==> src/rtl/xorexec_mch_if.sv <==
// Handshake bundle for xorexec_mch: per-channel input push side and tagged output pop side.
// The opar signal exists only when XOREXEC_MCH_PARITY_EN is defined.
interface xorexec_mch_if #(
   parameter int DWIDTH = 8,
   parameter int NCH    = 2
);
   localparam int CW = $clog2(NCH);

   logic [NCH-1:0]        ififo_push;
   logic [NCH-1:0]        ififo_not_full;
   logic [NCH*DWIDTH-1:0] idata;
   logic                  ofifo_pop;
   logic                  ofifo_rdy;
   logic [DWIDTH-1:0]     odata;
   logic [CW-1:0]         ochan;

`ifdef XOREXEC_MCH_PARITY_EN
   logic                  opar;

   modport master (
      output ififo_push, idata, ofifo_pop,
      input  ififo_not_full, ofifo_rdy, odata, ochan, opar
   );
   modport slave (
      input  ififo_push, idata, ofifo_pop,
      output ififo_not_full, ofifo_rdy, odata, ochan, opar
   );
`else
   modport master (
      output ififo_push, idata, ofifo_pop,
      input  ififo_not_full, ofifo_rdy, odata, ochan
   );
   modport slave (
      input  ififo_push, idata, ofifo_pop,
      output ififo_not_full, ofifo_rdy, odata, ochan
   );
`endif
endinterface

==> src/rtl/xorexec_mch.sv <==
// Multi-channel XOR execution unit: NCH input FIFOs, round-robin arbiter, shared XOR stage, tagged output FIFO.
// Define XOREXEC_MCH_PARITY_EN to store even parity per result and expose it on opar.

module xorexec_mch_fifo #(
   parameter int W     = 8,
   parameter int DEPTH = 8
) (
   input  logic         clk,
   input  logic         rst,
   input  logic         push,
   input  logic [W-1:0] din,
   input  logic         pop,
   output logic [W-1:0] dout,
   output logic         rdy,
   output logic         not_full
);
   localparam int AW = $clog2(DEPTH);
   localparam logic [AW:0] FULL_CNT = (AW+1)'(DEPTH);

   logic [W-1:0]  mem [DEPTH];
   logic [AW-1:0] wptr, rptr;
   logic [AW:0]   count;
   logic          do_push, do_pop;

   assign rdy      = (count != '0);
   assign not_full = (count != FULL_CNT);
   assign do_push  = push && not_full;
   assign do_pop   = pop && rdy;
   assign dout     = mem[rptr];

   always_ff @(posedge clk or posedge rst) begin
      if (rst) begin
         wptr  <= '0;
         rptr  <= '0;
         count <= '0;
      end else begin
         if (do_push) wptr <= wptr + 1'b1;
         if (do_pop)  rptr <= rptr + 1'b1;
         case ({do_push, do_pop})
            2'b10:   count <= count + 1'b1;
            2'b01:   count <= count - 1'b1;
            default: count <= count;
         endcase
      end
   end

   // storage is not reset; contents are qualified by count
   always_ff @(posedge clk) begin
      if (do_push) mem[wptr] <= din;
   end
endmodule

// state | meaning
// IDLE  | wait for any ready input channel, grant one round-robin, pop and capture its word
// EXEC  | compute operand ^ key (mode 0) or operand ^ acc[chan] (mode 1)
// PUSH  | write {chan, result} into the output FIFO, holding here while it is full
module xorexec_mch #(
   parameter int DWIDTH = 8,
   parameter int DEPTH  = 8,
   parameter int NCH    = 2
) (
   input  logic              clk,
   input  logic              rst,
   xorexec_mch_if.slave      bus,
   input  logic              mode,
   input  logic [DWIDTH-1:0] key,
   input  logic              acc_clr,
   output logic [2:0]        exec_state,
   output logic              exec_idle
);
   localparam int CW = $clog2(NCH);
`ifdef XOREXEC_MCH_PARITY_EN
   localparam int OW = DWIDTH + CW + 1;
`else
   localparam int OW = DWIDTH + CW;
`endif

   typedef enum logic [2:0] {
      IDLE = 3'd0,
      EXEC = 3'd1,
      PUSH = 3'd2
   } state_t;

   state_t            state, state_nx;
   logic [NCH-1:0]    in_pop, in_rdy;
   logic [DWIDTH-1:0] in_dout [NCH];
   logic [CW-1:0]     last_grant, grant, chan;
   logic              any_rdy;
   logic [DWIDTH-1:0] operand, result, exec_val;
   logic [DWIDTH-1:0] acc [NCH];
   logic              out_push, out_not_full;
   logic [OW-1:0]     out_din, out_dout;

   for (genvar c = 0; c < NCH; c++) begin : g_in
      xorexec_mch_fifo #(.W(DWIDTH), .DEPTH(DEPTH)) u_fifo (
         .clk      (clk),
         .rst      (rst),
         .push     (bus.ififo_push[c]),
         .din      (bus.idata[c*DWIDTH +: DWIDTH]),
         .pop      (in_pop[c]),
         .dout     (in_dout[c]),
         .rdy      (in_rdy[c]),
         .not_full (bus.ififo_not_full[c])
      );
   end

   // first ready channel after last_grant, wrapping
   always_comb begin
      int  idx;
      logic found;
      idx     = 0;
      found   = 1'b0;
      grant   = '0;
      any_rdy = |in_rdy;
      for (int i = 1; i <= NCH; i++) begin
         idx = int'(last_grant) + i;
         if (idx >= NCH) idx = idx - NCH;
         if (!found && in_rdy[idx]) begin
            grant = CW'(idx);
            found = 1'b1;
         end
      end
   end

   always_ff @(posedge clk or posedge rst) begin
      if (rst) state <= IDLE;
      else     state <= state_nx;
   end

   always_comb begin
      state_nx = state;
      in_pop   = '0;
      out_push = 1'b0;
      case (state)
         IDLE: begin
            if (any_rdy) begin
               in_pop[grant] = 1'b1;
               state_nx      = EXEC;
            end
         end
         EXEC: state_nx = PUSH;
         PUSH: begin
            if (out_not_full) begin
               out_push = 1'b1;
               state_nx = IDLE;
            end
         end
         default: state_nx = IDLE;
      endcase
   end

   assign exec_val = operand ^ (mode ? acc[chan] : key);

   always_ff @(posedge clk or posedge rst) begin
      if (rst) begin
         last_grant <= CW'(NCH - 1);
         operand    <= '0;
         chan       <= '0;
         result     <= '0;
         for (int i = 0; i < NCH; i++) acc[i] <= '0;
      end else begin
         if (state == IDLE && any_rdy) begin
            operand    <= in_dout[grant];
            chan       <= grant;
            last_grant <= grant;
         end
         if (state == EXEC) result <= exec_val;
         // a clear wins over a same-cycle accumulate
         if (acc_clr) begin
            for (int i = 0; i < NCH; i++) acc[i] <= '0;
         end else if (state == EXEC && mode) begin
            acc[chan] <= exec_val;
         end
      end
   end

`ifdef XOREXEC_MCH_PARITY_EN
   logic par;

   always_ff @(posedge clk or posedge rst) begin
      if (rst)                par <= 1'b0;
      else if (state == EXEC) par <= ^exec_val;
   end

   assign out_din  = {par, chan, result};
   assign bus.opar = bus.ofifo_rdy & out_dout[OW-1];
`else
   assign out_din  = {chan, result};
`endif

   xorexec_mch_fifo #(.W(OW), .DEPTH(DEPTH)) u_ofifo (
      .clk      (clk),
      .rst      (rst),
      .push     (out_push),
      .din      (out_din),
      .pop      (bus.ofifo_pop),
      .dout     (out_dout),
      .rdy      (bus.ofifo_rdy),
      .not_full (out_not_full)
   );

   assign bus.odata  = out_dout[DWIDTH-1:0];
   assign bus.ochan  = out_dout[DWIDTH +: CW];
   assign exec_state = state;
   assign exec_idle  = (state == IDLE) && !any_rdy;
endmodule

==> src/flat_wrapper.sv <==
// flat-port wrapper written by rule: the top's interface ports become plain ports
module xorexec_mch_flat 
#(
   parameter int DWIDTH = 8,
   parameter int DEPTH  = 8,
   parameter int NCH    = 2
)
  (clk, rst, mode, key, acc_clr, exec_state, exec_idle, bus_ififo_push, bus_idata, bus_ofifo_pop, bus_ififo_not_full, bus_ofifo_rdy, bus_odata, bus_ochan);
  xorexec_mch_if #(.DWIDTH(DWIDTH), .NCH(NCH)) bus_i ();
  input  logic clk;
  input  logic rst;
  input  logic mode;
  input  logic [DWIDTH-1:0] key;
  input  logic acc_clr;
  output logic [2:0] exec_state;
  output logic exec_idle;
  input wire logic [$bits(bus_i.ififo_push)-1:0] bus_ififo_push;
  input wire logic [$bits(bus_i.idata)-1:0] bus_idata;
  input wire logic [$bits(bus_i.ofifo_pop)-1:0] bus_ofifo_pop;
  output wire logic [$bits(bus_i.ififo_not_full)-1:0] bus_ififo_not_full;
  output wire logic [$bits(bus_i.ofifo_rdy)-1:0] bus_ofifo_rdy;
  output wire logic [$bits(bus_i.odata)-1:0] bus_odata;
  output wire logic [$bits(bus_i.ochan)-1:0] bus_ochan;
  assign bus_i.ififo_push = bus_ififo_push;
  assign bus_i.idata = bus_idata;
  assign bus_i.ofifo_pop = bus_ofifo_pop;
  assign bus_ififo_not_full = bus_i.ififo_not_full;
  assign bus_ofifo_rdy = bus_i.ofifo_rdy;
  assign bus_odata = bus_i.odata;
  assign bus_ochan = bus_i.ochan;
  xorexec_mch #(.DWIDTH(DWIDTH), .DEPTH(DEPTH), .NCH(NCH)) u_core (.clk(clk), .rst(rst), .bus(bus_i), .mode(mode), .key(key), .acc_clr(acc_clr), .exec_state(exec_state), .exec_idle(exec_idle));
endmodule
==> config.mk <==
export PLATFORM = sky130hd
export DESIGN_NAME = xorexec_mch_flat
export DESIGN_NICKNAME = d
export VERILOG_FILES = /design/src/rtl/xorexec_mch_if.sv /design/src/rtl/xorexec_mch.sv /design/src/flat_wrapper.sv
export SDC_FILE = /design/constraint.sdc
export NUM_CORES = 1
export LEC_CHECK = 0
export CAP_MARGIN = 15
export CORE_UTILIZATION = 45
export CTS_CLUSTER_SIZE = 10
export DETAILED_ROUTE_END_ITERATION = 10
export SETUP_SLACK_MARGIN = 0.2
export SLEW_MARGIN = 10
export SYNTH_ARGS = -nofsm -noshare
export SYNTH_HDL_FRONTEND = slang
export SYNTH_HIERARCHICAL = 1
export SYNTH_SLANG_ARGS = --single-unit
==> constraint.sdc <==
create_clock -name clk -period 6.9 [get_ports clk]
set_clock_uncertainty 0.2 [all_clocks]
set_input_delay 1.38 -clock clk [delete_from_list [all_inputs] [get_ports clk]]
set_output_delay 1.38 -clock clk [all_outputs]
set_load 0.02 [all_outputs]
==> summary by stage <==
Outcome
The flow ran to the end, and the final reports show no timing, DRC or antenna violations.

Synthesis
The synthesized design contains 200 enable-type register cells. The adder-cell share of the synthesized area is 0.0210. When the netlist entered floorplanning its net count stood at 742. The number of instances in the synthesized netlist is about 690. After synthesis, the largest family of logic cells by area is multiplexers. The top flip-flop cell by instance count after synthesis is sky130_fd_sc_hd__edfxtp_1. The mux share of post-synthesis cell area is 0.169. In the synthesized netlist the async set-or-reset flop fraction comes to 0.248. Of the total synthesized cell area, the portion taken by AND, OR, NAND and NOR gates is 0.0675.

In this run, synthesis produced a sequential element count of 266. After synthesis the cells add up to 11800 um2. The netlist uses 54 different library cells.

The XOR/XNOR share of the synthesized area is 0.0134. The share of the Yosys chip area taken by registers is 0.650. The number of synthesis warnings is 6. The complex-gate fraction of the synthesized area came to 0.0491. The mean area per synthesized cell is 17.0 um2.

Global routing
The first global-routing pass estimated about 33000 um of wire. The number of global-route vias before repair is 6103. The number of antenna violations at the first check in global routing is 0. The aggregate global routing overflow is 0. In the global route stage, overall resource usage came out at 0.162.

Entering global routing, the biggest net connects 37 pins.

Timing
The worst relative slew slack is 0.273. Setup violations remaining at the end of the flow were counted as 0. Static timing analysis puts the maximum clock frequency at 0.214 GHz. Setup repair after global routing left no endpoint under its margin. The clock period could shrink to around 4.7 ns. Of the available clock period, the critical path in the final layout requires 0.676. The number of max-slew violations in the final report was 0. The worst-margin pin slew is 1.09 ns. Summed over all failing endpoints, the final setup total negative slack is 0 ns. The hold violation count in the final report is 0.

Floorplanning
The die is 164 um tall. The die footprint is 26800 um2. The total area inside the core boundary comes to roughly 25000 um2.

After floorplanning, the core was divided into 58 placement rows. In this run the count of I/O pins placed on the die edge is 47. The effective utilization at floorplan is 0.463.

The floorplan die width is ~160 um.

Setup path
The critical path class is reg2out. The worst setup path is captured at an output pin. The peak fanout along the critical path is 20. The worst setup path is launched from a flip-flop. Data on the critical path is required at its endpoint by 5.32 ns. Data arrives at the worst endpoint at 3.09 ns.

Finish
The final design utilization is 0.524. The repair_antennas step left the layout with diodes totalling 0. From synthesis to final layout, the design area changed by 13.2%. At the end of the flow, the number of nets in the layout was 790.

The summed area of non-filler cells in the final layout is 13300 um2. The ratio of cells with drive above 1 in the final layout is 0.170.

Power and ir drop
The power density over the cells is 432 nW/um2. For this design the static power due to leakage is around 4.8 nW. Across the VDD grid, the largest voltage drop is 0.000288 V.

Placement
The final weighted congestion of routability-driven global placement is approximately 0.76. Once detailed placement completed, the half-perimeter wirelength came to 13900 um. The post-detailed-placement cell area is 12400 um2. The count of port buffers added during placement is 45.

Clocking
After clock tree synthesis, the setup repair step added 0 buffers. After clock tree synthesis, the clock-pin slew on the worst setup and hold paths is 0.06 ns. After clock tree synthesis, the repair step resized 0 gates. TritonCTS built the clock tree. The clock reaches the later pin of the worst-skew pair after 0.54 ns. The clock passes through at most 3 buffers. The number of sinks handled by clock tree synthesis is about 270. The quantity of hold-fixing buffers added after cts is 0. The root buffer cell chosen for the clock tree is sky130_fd_sc_hd__clkbuf_16. The number of buffers added by the clock tree synthesis step is 31.

CTS built an H-tree with a depth of 1.

Min path
The worst hold path belongs to the class reg2reg.

Drt
The detail route stage leaves a number of antenna-violating nets equal to 0. After detailed routing, the average wire length per cell comes to 19.1 um. The first detailed-routing pass ran for 4 iterations.

The vias after detailed routing is 6069. The detailed router's first-iteration violation count is 384. The detail-routed via count per cell is 5.54. The routed design has 20900 um of wire. For this run, design rule violations remaining after detail routing come to 0.

Flow run
Across the run, the number of max-cap violations was 0.
[registers in the layout (all words and copies together), names as in the netlist, 3 cells and up]
name and count:
u_core/g_in.u_fifo/mem 128, u_core/u_ofifo/mem 72, u_core/acc 16, u_core/g_in.u_fifo/count 8
u_core/operand 8, u_core/result 8, u_core/g_in.u_fifo/rptr 6, u_core/g_in.u_fifo/wptr 6
u_core/u_ofifo/count 4, u_core/u_ofifo/rptr 3, u_core/u_ofifo/wptr 3
[final timing paths]
check / endpoint / depth (start not counted) / from / slack, ns
min in group asynchronous: u_core/g_in[1].u_fifo/rptr[2]$_DFFE_PP0P_ / 2 / rst / 1.06
max reg2reg: u_core/g_in[1].u_fifo/count[3]$_DFFE_PP0P_ / 10 / u_core/g_in[0].u_fifo/count[0]$_DFFE_PP0P_ / 3.04
max in group asynchronous: u_core/last_grant$_DFFE_PP1P_ / 3 / rst / 4.95
min: u_core/g_in[0].u_fifo/wptr[0]$_DFFE_PP0P_ / 1 / u_core/g_in[0].u_fifo/wptr[0]$_DFFE_PP0P_ / 0.33
min reg2reg: u_core/g_in[0].u_fifo/wptr[0]$_DFFE_PP0P_ / 1 / u_core/g_in[0].u_fifo/wptr[0]$_DFFE_PP0P_ / 0.33
max: bus_odata[7] / 3 / u_core/u_ofifo/rptr[0]$_DFFE_PP0P_ / 2.23
[cells in the final DEF (no fill, tap or decap), types with 3 or more instances in the layout]
master | netlist | routed
sky130_fd_sc_hd__dfrtp_1 | 65 | 65
sky130_fd_sc_hd__buf_4 | 2 | 5
sky130_fd_sc_hd__fa_1 | 3 | 3
sky130_fd_sc_hd__clkbuf_16 | 0 | 31
sky130_fd_sc_hd__clkbuf_1 | 5 | 21
sky130_fd_sc_hd__clkdlybuf4s50_1 | 0 | 45
sky130_fd_sc_hd__nand4_1 | 3 | 3
sky130_fd_sc_hd__nor2_1 | 55 | 55
sky130_fd_sc_hd__o21ai_0 | 4 | 4
sky130_fd_sc_hd__xor2_1 | 3 | 3
sky130_fd_sc_hd__a211o_1 | 8 | 8
sky130_fd_sc_hd__inv_1 | 20 | 20
sky130_fd_sc_hd__mux4_1 | 41 | 41
sky130_fd_sc_hd__nor3b_1 | 7 | 7
sky130_fd_sc_hd__nand3_1 | 12 | 12
sky130_fd_sc_hd__nand3b_1 | 3 | 3
sky130_fd_sc_hd__a21oi_1 | 21 | 21
sky130_fd_sc_hd__or4b_1 | 4 | 4
sky130_fd_sc_hd__o311ai_0 | 3 | 3
sky130_fd_sc_hd__edfxtp_1 | 200 | 200
sky130_fd_sc_hd__a31oi_1 | 9 | 9
sky130_fd_sc_hd__or4_4 | 3 | 3
sky130_fd_sc_hd__mux2i_1 | 11 | 11
sky130_fd_sc_hd__mux2_4 | 10 | 10
sky130_fd_sc_hd__nor3_1 | 6 | 4
sky130_fd_sc_hd__mux4_2 | 9 | 9
sky130_fd_sc_hd__nand2_4 | 3 | 3
sky130_fd_sc_hd__ha_1 | 15 | 15
sky130_fd_sc_hd__nand2_1 | 9 | 9
sky130_fd_sc_hd__nand2b_1 | 30 | 30
sky130_fd_sc_hd__xnor2_1 | 15 | 15
sky130_fd_sc_hd__o211ai_1 | 11 | 11
sky130_fd_sc_hd__mux2_2 | 38 | 38
sky130_fd_sc_hd__a2111o_1 | 3 | 3
sky130_fd_sc_hd__a31o_2 | 14 | 14
[cells in the mapped netlist, drive strengths merged, types with 3 or more instances]
cell,instances,area (um2)
a2111o,3,33.8
a211o,8,70.1
a21oi,23,123
a31o,16,140
a31oi,9,56.3
buf,28,246
clkbuf,7,28.8
dfrtp,65,1630
edfxtp,200,6010
fa,3,60.1
ha,15,188
inv,21,78.8
mux2,50,601
mux2i,11,110
mux4,50,1280
nand2,12,67.6
nand2b,30,188
nand3,12,60.1
nand3b,3,22.5
nand4,3,18.8
nor2,55,206
nor3,6,30.0
nor3b,7,52.6
o211ai,11,82.6
o21ai,4,20.0
o311ai,3,26.3
or4,3,33.8
or4b,6,60.1
xnor2,15,131
xor2,3,26.3
[kinds of logic after synthesis]
kind of cell	Yosys count
buf+inv	56
mux	111
fa+ha+maj	18
compound gates	79
xor+xnor	18
other cells	1
flops	266
simple gates	144
[worst max-delay path: stages, from the launching register on]
cell and delay [ns]:
sky130_fd_sc_hd__dfrtp_1 1.06, sky130_fd_sc_hd__mux4_1 0.67, sky130_fd_sc_hd__mux2_4 0.28, sky130_fd_sc_hd__clkdlybuf4s50_1 0.53
[where the power goes]
| part | internal, mW | switching, mW |
|---|---|---|
| clock network | 0.893 | 0.577 |
| logic | 0.970 | 0.755 |
| registers | 2.12 | 0.447 |
[layout make-up]
type                       instances  area, um2
clock inverter                     3       43.8
tap                              330        413
timing repair buffer              50        488
multi-input combinational        371       3780
fill                            2021      12100
inverter                          21       78.8
clock buffer                      54        882
sequential                       266       7660
[routing by layer]
| layer | track usage | share of wire |
|---|---|---|
| met1 | 0.210 | 0.43 |
| met3 | 0.0237 | 0.038 |
| met4 | 0.0370 | 0.017 |
| met5 | 0 | 0 |
| met2 | 0.288 | 0.52 |
[per-stage QoR]
step | hold slack, ns | instances | setup WS (ns) | power, mW
global placement | 0.302 | 1038 | 2.79 | 4.26
detailed placement | 0.323 | 1038 | 2.69 | 4.36
finish | 0.332 | 1095 | 2.23 | 5.76
floorplan | 0.283 | 693 | 3.55 | 3.88
CTS | 0.336 | 1095 | 2.12 | 5.85
global route | 0.356 | 1095 | 2.04 | 6.10
Note: power is estimated with default switching activity, not from simulation.
